### config.mk
export PLATFORM = sky130hd
export DESIGN_NAME = logic_unit_bist
export DESIGN_NICKNAME = d
export VERILOG_FILES = /design/src/rtl/logic_unit_pkg.sv /design/src/rtl/logic_unit_core.sv /design/src/rtl/logic_unit_bist.sv
export SDC_FILE = /design/constraint.sdc
export NUM_CORES = 1
export LEC_CHECK = 0
export BUFFER_PORTS_ARGS = -buffer_cell sky130_fd_sc_hd__buf_2
export CAP_MARGIN = 20
export CORE_MARGIN = 2
export CORE_UTILIZATION = 55
export CTS_CLUSTER_SIZE = 10
export DETAILED_ROUTE_END_ITERATION = 6
export PLACE_DENSITY = 0.77
export SETUP_SLACK_MARGIN = 0.1
export SYNTH_ARGS = -nofsm -noshare
export SYNTH_HDL_FRONTEND = slang
export SYNTH_SLANG_ARGS = --single-unit
### constraint.sdc
create_clock -name clk -period 5.1 [get_ports clk]
set_input_delay 0.255 -clock clk [delete_from_list [all_inputs] [get_ports clk]]
set_output_delay 0.255 -clock clk [all_outputs]
set_load 0.02 [all_outputs]
### src/rtl/logic_unit_pkg.sv
// Shared definitions for the registered bitwise logic unit and its self-test sequencer.
package logic_unit_pkg;

    localparam logic [2:0] OP_AND  = 3'd0;
    localparam logic [2:0] OP_OR   = 3'd1;
    localparam logic [2:0] OP_NOT  = 3'd2;
    localparam logic [2:0] OP_NAND = 3'd3;
    localparam logic [2:0] OP_NOR  = 3'd4;
    localparam logic [2:0] OP_XOR  = 3'd5;
    localparam logic [2:0] OP_XNOR = 3'd6;
    localparam logic [2:0] OP_BUF  = 3'd7;

    localparam int unsigned BIST_VECTORS = 32;
    localparam int unsigned IDX_W        = 5;

    // Nibble n holds the truth table of op n, indexed by {x,y}.
    localparam logic [31:0] GOLDEN = 32'hC96173E8;

    typedef enum logic [1:0] {
        ST_IDLE  = 2'd0,
        ST_RUN   = 2'd1,
        ST_FLUSH = 2'd2,
        ST_DONE  = 2'd3
    } bist_state_e;

    function automatic logic golden_bit(input logic [IDX_W-1:0] idx);
        return GOLDEN[idx];
    endfunction

endpackage

### src/rtl/logic_unit_core.sv
// Combinational WIDTH-bit bitwise function f(op,x,y); shared by the user path and self-test.
module logic_unit_core
    import logic_unit_pkg::*;
#(
    parameter int unsigned WIDTH = 4
) (
    input  logic [2:0]       op,
    input  logic [WIDTH-1:0] x,
    input  logic [WIDTH-1:0] y,
    output logic [WIDTH-1:0] res_c
);

    always_comb begin
        res_c = '0;
        case (op)
            OP_AND:  res_c = x & y;
            OP_OR:   res_c = x | y;
            OP_NOT:  res_c = ~x;
            OP_NAND: res_c = ~(x & y);
            OP_NOR:  res_c = ~(x | y);
            OP_XOR:  res_c = x ^ y;
            OP_XNOR: res_c = ~(x ^ y);
            OP_BUF:  res_c = x;
            default: res_c = '0;
        endcase
    end

endmodule

### src/rtl/logic_unit_bist.sv
// Registered logic unit with valid/ready handshake and a built-in truth-table self-test.
module logic_unit_bist
    import logic_unit_pkg::*;
#(
    parameter int unsigned WIDTH   = 4,
    parameter bit          BIST_EN = 1'b1
) (
    input  logic             clk,
    input  logic             rst,
    input  logic             in_valid,
    output logic             in_ready,
    input  logic [2:0]       op,
    input  logic [WIDTH-1:0] x,
    input  logic [WIDTH-1:0] y,
    output logic             out_valid,
    input  logic             out_ready,
    output logic [WIDTH-1:0] out,
    input  logic             fault_inj,
    input  logic             bist_start,
    output logic             bist_busy,
    output logic             bist_done,
    output logic             bist_pass
);

    bist_state_e      state_q, state_d;
    logic [IDX_W-1:0] idx_q, idx_d;
    logic [IDX_W-1:0] cmp_idx_q, cmp_idx_d;
    logic             cmp_vld_q, cmp_vld_d;
    logic             err_q, err_d;
    logic             busy_q, busy_d;
    logic             done_q, done_d;
    logic             pass_q, pass_d;
    logic [WIDTH-1:0] out_q, out_d;
    logic             out_valid_q, out_valid_d;

    logic             idle_c;
    logic             start_req_c;
    logic             start_c;
    logic             accept_c;
    logic             mismatch_c;
    logic [2:0]       core_op_c;
    logic [WIDTH-1:0] core_x_c;
    logic [WIDTH-1:0] core_y_c;
    logic [WIDTH-1:0] core_res_c;
    logic [WIDTH-1:0] result_c;

    assign idle_c      = (state_q == ST_IDLE) || (state_q == ST_DONE);
    assign start_req_c = BIST_EN && bist_start;
    assign start_c     = idle_c && start_req_c && !out_valid_q;
    assign in_ready    = idle_c && !start_req_c && (!out_valid_q || out_ready);
    assign accept_c    = in_valid && in_ready;

    // During RUN the counter drives the core instead of the user operands.
    always_comb begin
        core_op_c = op;
        core_x_c  = x;
        core_y_c  = y;
        if (state_q == ST_RUN) begin
            core_op_c = idx_q[4:2];
            core_x_c  = {WIDTH{idx_q[1]}};
            core_y_c  = {WIDTH{idx_q[0]}};
        end
    end

    logic_unit_core #(.WIDTH(WIDTH)) u_core (
        .op    (core_op_c),
        .x     (core_x_c),
        .y     (core_y_c),
        .res_c (core_res_c)
    );

    assign result_c   = core_res_c ^ WIDTH'(fault_inj);
    assign mismatch_c = cmp_vld_q && (out_q != {WIDTH{golden_bit(cmp_idx_q)}});

    always_comb begin
        state_d     = state_q;
        idx_d       = idx_q;
        cmp_idx_d   = cmp_idx_q;
        cmp_vld_d   = 1'b0;
        err_d       = err_q;
        busy_d      = busy_q;
        done_d      = done_q;
        pass_d      = pass_q;
        out_d       = out_q;
        out_valid_d = out_valid_q;

        if (accept_c) begin
            out_d       = result_c;
            out_valid_d = 1'b1;
        end else if (out_ready) begin
            out_valid_d = 1'b0;
        end

        if (mismatch_c) begin
            err_d = 1'b1;
        end

        case (state_q)
            ST_IDLE, ST_DONE: begin
                if (start_c) begin
                    state_d = ST_RUN;
                    idx_d   = '0;
                    err_d   = 1'b0;
                    busy_d  = 1'b1;
                    done_d  = 1'b0;
                    pass_d  = 1'b0;
                end
            end
            ST_RUN: begin
                out_d     = result_c;
                cmp_vld_d = 1'b1;
                cmp_idx_d = idx_q;
                idx_d     = idx_q + IDX_W'(1);
                if (idx_q == IDX_W'(BIST_VECTORS - 1)) begin
                    state_d = ST_FLUSH;
                end
            end
            ST_FLUSH: begin
                state_d = ST_DONE;
                busy_d  = 1'b0;
                done_d  = 1'b1;
                pass_d  = !(err_q || mismatch_c);
            end
            default: state_d = ST_IDLE;
        endcase
    end

    always_ff @(posedge clk or posedge rst) begin
        if (rst) begin
            state_q     <= ST_IDLE;
            idx_q       <= '0;
            cmp_idx_q   <= '0;
            cmp_vld_q   <= 1'b0;
            err_q       <= 1'b0;
            busy_q      <= 1'b0;
            done_q      <= 1'b0;
            pass_q      <= 1'b0;
            out_q       <= '0;
            out_valid_q <= 1'b0;
        end else begin
            state_q     <= state_d;
            idx_q       <= idx_d;
            cmp_idx_q   <= cmp_idx_d;
            cmp_vld_q   <= cmp_vld_d;
            err_q       <= err_d;
            busy_q      <= busy_d;
            done_q      <= done_d;
            pass_q      <= pass_d;
            out_q       <= out_d;
            out_valid_q <= out_valid_d;
        end
    end

    assign out       = out_q;
    assign out_valid = out_valid_q;
    assign bist_busy = busy_q;
    assign bist_done = done_q;
    assign bist_pass = pass_q;

endmodule

==> results.txt <==
* Endpoint class of the critical path: flip-flop
- Derived from the worst setup path, the maximum achievable clock frequency is about 380 MHz.
- Sum of routed wire length over all layers: between 3000 and 4000 um
- Ratio of cells with drive above 1 in the final layout: between 10% and 20%
- Leak: slightly below 1 nW
* Post-CTS Setup Repair Bufs: 0
- Count of instances resized after the clock tree is built: 0
- Effective utilization at floorplan: about 58%
- Counting the buffers created by CTS gives 3.
- Result of the run: finished, final reports clean
- Summed over all nets, the switching power comes to 0.5747 mW.
- The most used flip-flop cell after synthesis is sky130_fd_sc_hd__dfrtp_1.
- The initial antenna violation count was 0.
- At the end of the flow, the number of nets in the layout was between 200 and 300.
- Headroom to the max-slew limit: a little under two fifths
- Die X: a little over 60 um
- In this design, the stage delay of the slowest critical-path cell is approximately 400 ps.
* Floorplan die height: approximately 60 um
* Areal power density over the cells: 597.1 nW/um^2
- Total negative slack: 0 ps
* Core Rows: 20
- STA puts the critical path data arrival time at about 2900 ps.
- Along the worst path, the maximum fanout reaches 30.
* RD Place Congestion: approximately 0.81
- Req. time, crit path: ~5300 ps
- Largest voltage drop on the vdd net: roughly 0.00029 V
- Worst Setup Path Type: flip-flop to flip-flop
* Instance count after placement with tap cells included: approximately 260
- Total of hold buffers inserted after clock tree synthesis: 0
* Post-Syn Area: 1745 sq um
- Fraction of power consumed by the clock network: 7.1%
* Vias per Instance: between 5 and 6
* Core utilization of the finished layout: between 60 and 70%
* Least-Margin Pin Slew: between 900 and 1000 ps
- In the synthesized netlist, the number of instances is slightly below 200.
* Storage element area: about 550 sq um
- The via count of the first global-routing pass was around 1500.
- Filler Cells Inserted: 263
* Fraction of power consumed by combinational cells: between 60 and 70%
* GRT Overall Usage: 24.11%
- DR DRC count: 0
- In this run, the number of DRC markers left after iteration 0 of detailed routing was 83.
- After routing the design area is 1922 sq um.
- At the placement stage, the worst setup path has a slack of between 2000 and 2500 ps.
* Core footprint: 3028 sq um
- In this run the remaining antenna-violating nets after routing total 0.
- Worst hold path class: input port to async pin
- Count of state elements after synthesis: 22
- Setup skew after layout: between 0.7 and 0.8 ps
- Registers are responsible for between 20% and 30% of the overall power.
* Total congestion overflow: 0
- Distinct cells, synth: 39
- Entering global routing, the biggest net connects 31 pins.
- During synthesis, Yosys emitted a total of 0 warnings.
- Compared with the post-synthesis result, the final layout area differs by 10.11%.
* Max Cap Violations: 0
* Highest-count cells in the layout ignoring fill and taps: sky130_fd_sc_hd__nand2_1, sky130_fd_sc_hd__buf_2, sky130_fd_sc_hd__inv_1, sky130_fd_sc_hd__dfrtp_1, sky130_fd_sc_hd__ha_1
- Source-to-sink clock delay at the later pin of the worst-skew pair: 310 ps
* Nature of the critical path startpoint: flip-flop
- Hold timing on the final database bottoms out at a slack of between 90 and 100 ps.
- Placed cell area: ~1900 sq um
- Yosys mapped a number of flops with a built-in enable equal to 0.
- Multi-input combinational cell area: 1075 sq um
- Ys async rst share: 100.0%
- Before antenna repair, the detailed router went through 4 iterations.
* WL per Instance: 15.03 um
* First-pass GRT wire length: 6603 um
* Post-synthesis average cell area: between 9 and 10 sq um
- Final worst path period share: 51.74%
- Buffers placed on the I/O ports in this run total 25.
* Cell family with the largest share of critical-path delay: compound AO/OA/AOI/OAI gates
- In the post-route analysis, the smallest setup slack over all paths is around 2500 ps.
* Critical-path top delay cell: sky130_fd_sc_hd__dfrtp_1
* Post-Synthesis Net Count: ~230
- The finished layout holds 260 standard cells, fillers aside.
* Final HPWL from detailed placement: roughly 3000 um
- Total Die Area: around 3600 sq um
- Setup repair after global routing left no endpoint under its margin.
- Root buffer selected by CTS: sky130_fd_sc_hd__clkbuf_4
* Min Clock Period, post-route: roughly 2600 ps
- CTS built an H-tree with a depth of 1.
- Summing internal, switching and leakage power gives 1.148 mW.
* Worst path buffer plus inverter count: 2
- The most numerous cell type found on the critical path is sky130_fd_sc_hd__ha_1.
* Final setup violation count: 0
- Total internal power: approximately 0.57 mW
- The signal on the critical path passes through inv_1 > ha_1 > buf_4 > nand2_1 > o21a_1 > ha_1 > o211a_1 > nor3_1 > nor2_1 > a221o_1.
* Max-slew violation count: 0
- The routed layout has 1502 vias.
* Worst-path clk slew: 120 ps
- Part of the Yosys area used for sequential elements: between 30% and 40%
- I/O pins: 26
- ANT cells: 0
* Clk sink count: 22
- CTS tree: built
- The final hold violation count came to 0.
- Maximum buffer depth of the clock tree: 2
- Switching share of total power: 50.08%
-- cell families after synthesis --
logic type / synth area share (%)
AO/OA/AOI/OAI: 23.16
adder cells (fa/ha/maj): 12.19
buffers and inverters: 6.881
flip-flops: 31.54
multiplexers: 13.76
AND/OR/NAND/NOR: 12.47
-- power by group through the flow --
stage | clock network, mW | logic [mW] | registers [mW]
4_1_cts | 0.0833 | 0.771 | 0.295
6_report | 0.0810 | 0.771 | 0.296
3_3_place_gp | 0 | 0.719 | 0.294
3_5_place_dp | 0 | 0.770 | 0.299
5_1_grt | 0.0906 | 0.857 | 0.305
2_1_floorplan | 0 | 0.581 | 0.317
-- registers in the layout, indices dropped and copies added, names as in the netlist --
signal and cells:
cmp_idx_q 5, idx_q 5, out 4, state_q 2, bist_busy 1, bist_done 1
bist_pass 1, cmp_vld_q 1, err_q 1, out_valid 1
-- worst reg2reg max path, stage by stage (launching register included) --
cell                      delay [ps]
sky130_fd_sc_hd__dfrtp_1         400
sky130_fd_sc_hd__inv_1           100
sky130_fd_sc_hd__ha_1            150
sky130_fd_sc_hd__buf_4           330
sky130_fd_sc_hd__nand2_1         220
sky130_fd_sc_hd__o21a_1          190
sky130_fd_sc_hd__ha_1            320
sky130_fd_sc_hd__o211a_1         240
sky130_fd_sc_hd__nor3_1          230
sky130_fd_sc_hd__nor2_1           80
sky130_fd_sc_hd__a221o_1         290
-- layer usage --
layer | up-vias | share of wire, % | global-route usage (%)
met4 | 0 | 2.6 | 11.75
met3 | 12 | 4.8 | 2.132
met1 | 701 | 41 | 30.43
met2 | 52 | 51 | 41.46
li1 | 737 | - | -
met5 | - | 0 | 0
-- cell type report --
class	instances	share of cell area, %
multi-input cells	142	55.92
flip-flops and latches	22	28.65
repair buffers	26	6.901
inverters	23	4.492
well taps	44	2.865
clock buffers	3	1.172
-- synthesized netlist by cell type, types with 3 or more instances --
| library cell | n | share of area (%) |
|---|---|---|
| sky130_fd_sc_hd__ha_1 | 17 | 12 |
| sky130_fd_sc_hd__mux2_2 | 4 | 2.6 |
| sky130_fd_sc_hd__a21oi_1 | 10 | 2.9 |
| sky130_fd_sc_hd__mux2i_1 | 12 | 6.9 |
| sky130_fd_sc_hd__o21a_1 | 5 | 2.2 |
| sky130_fd_sc_hd__buf_2 | 3 | 0.86 |
| sky130_fd_sc_hd__nor2_1 | 9 | 1.9 |
| sky130_fd_sc_hd__dfrtp_1 | 22 | 32 |
| sky130_fd_sc_hd__nand2_1 | 25 | 5.4 |
| sky130_fd_sc_hd__o22ai_1 | 3 | 1.1 |
| sky130_fd_sc_hd__o31ai_1 | 4 | 1.7 |
| sky130_fd_sc_hd__a211oi_1 | 6 | 2.6 |
| sky130_fd_sc_hd__a311oi_1 | 3 | 1.5 |
| sky130_fd_sc_hd__inv_1 | 23 | 4.9 |
| sky130_fd_sc_hd__o21ai_0 | 10 | 2.9 |
| sky130_fd_sc_hd__nand2b_1 | 4 | 1.4 |
| sky130_fd_sc_hd__nor2b_1 | 3 | 1.1 |
-- final timing paths --
path	slack [ps]	cells after the start	to	start
max in group asynchronous	4500	2	cmp_idx_q[3]	rst
max reg2reg	2460	10	out[0]	state_q[1]
min	90	2	err_q	rst
max	2460	10	out[0]	state_q[1]
min in group clk	160	3	out_valid	in_valid
min reg2reg	460	1	bist_pass	err_q
No activity file was read; power rests on OpenSTA's default activity.
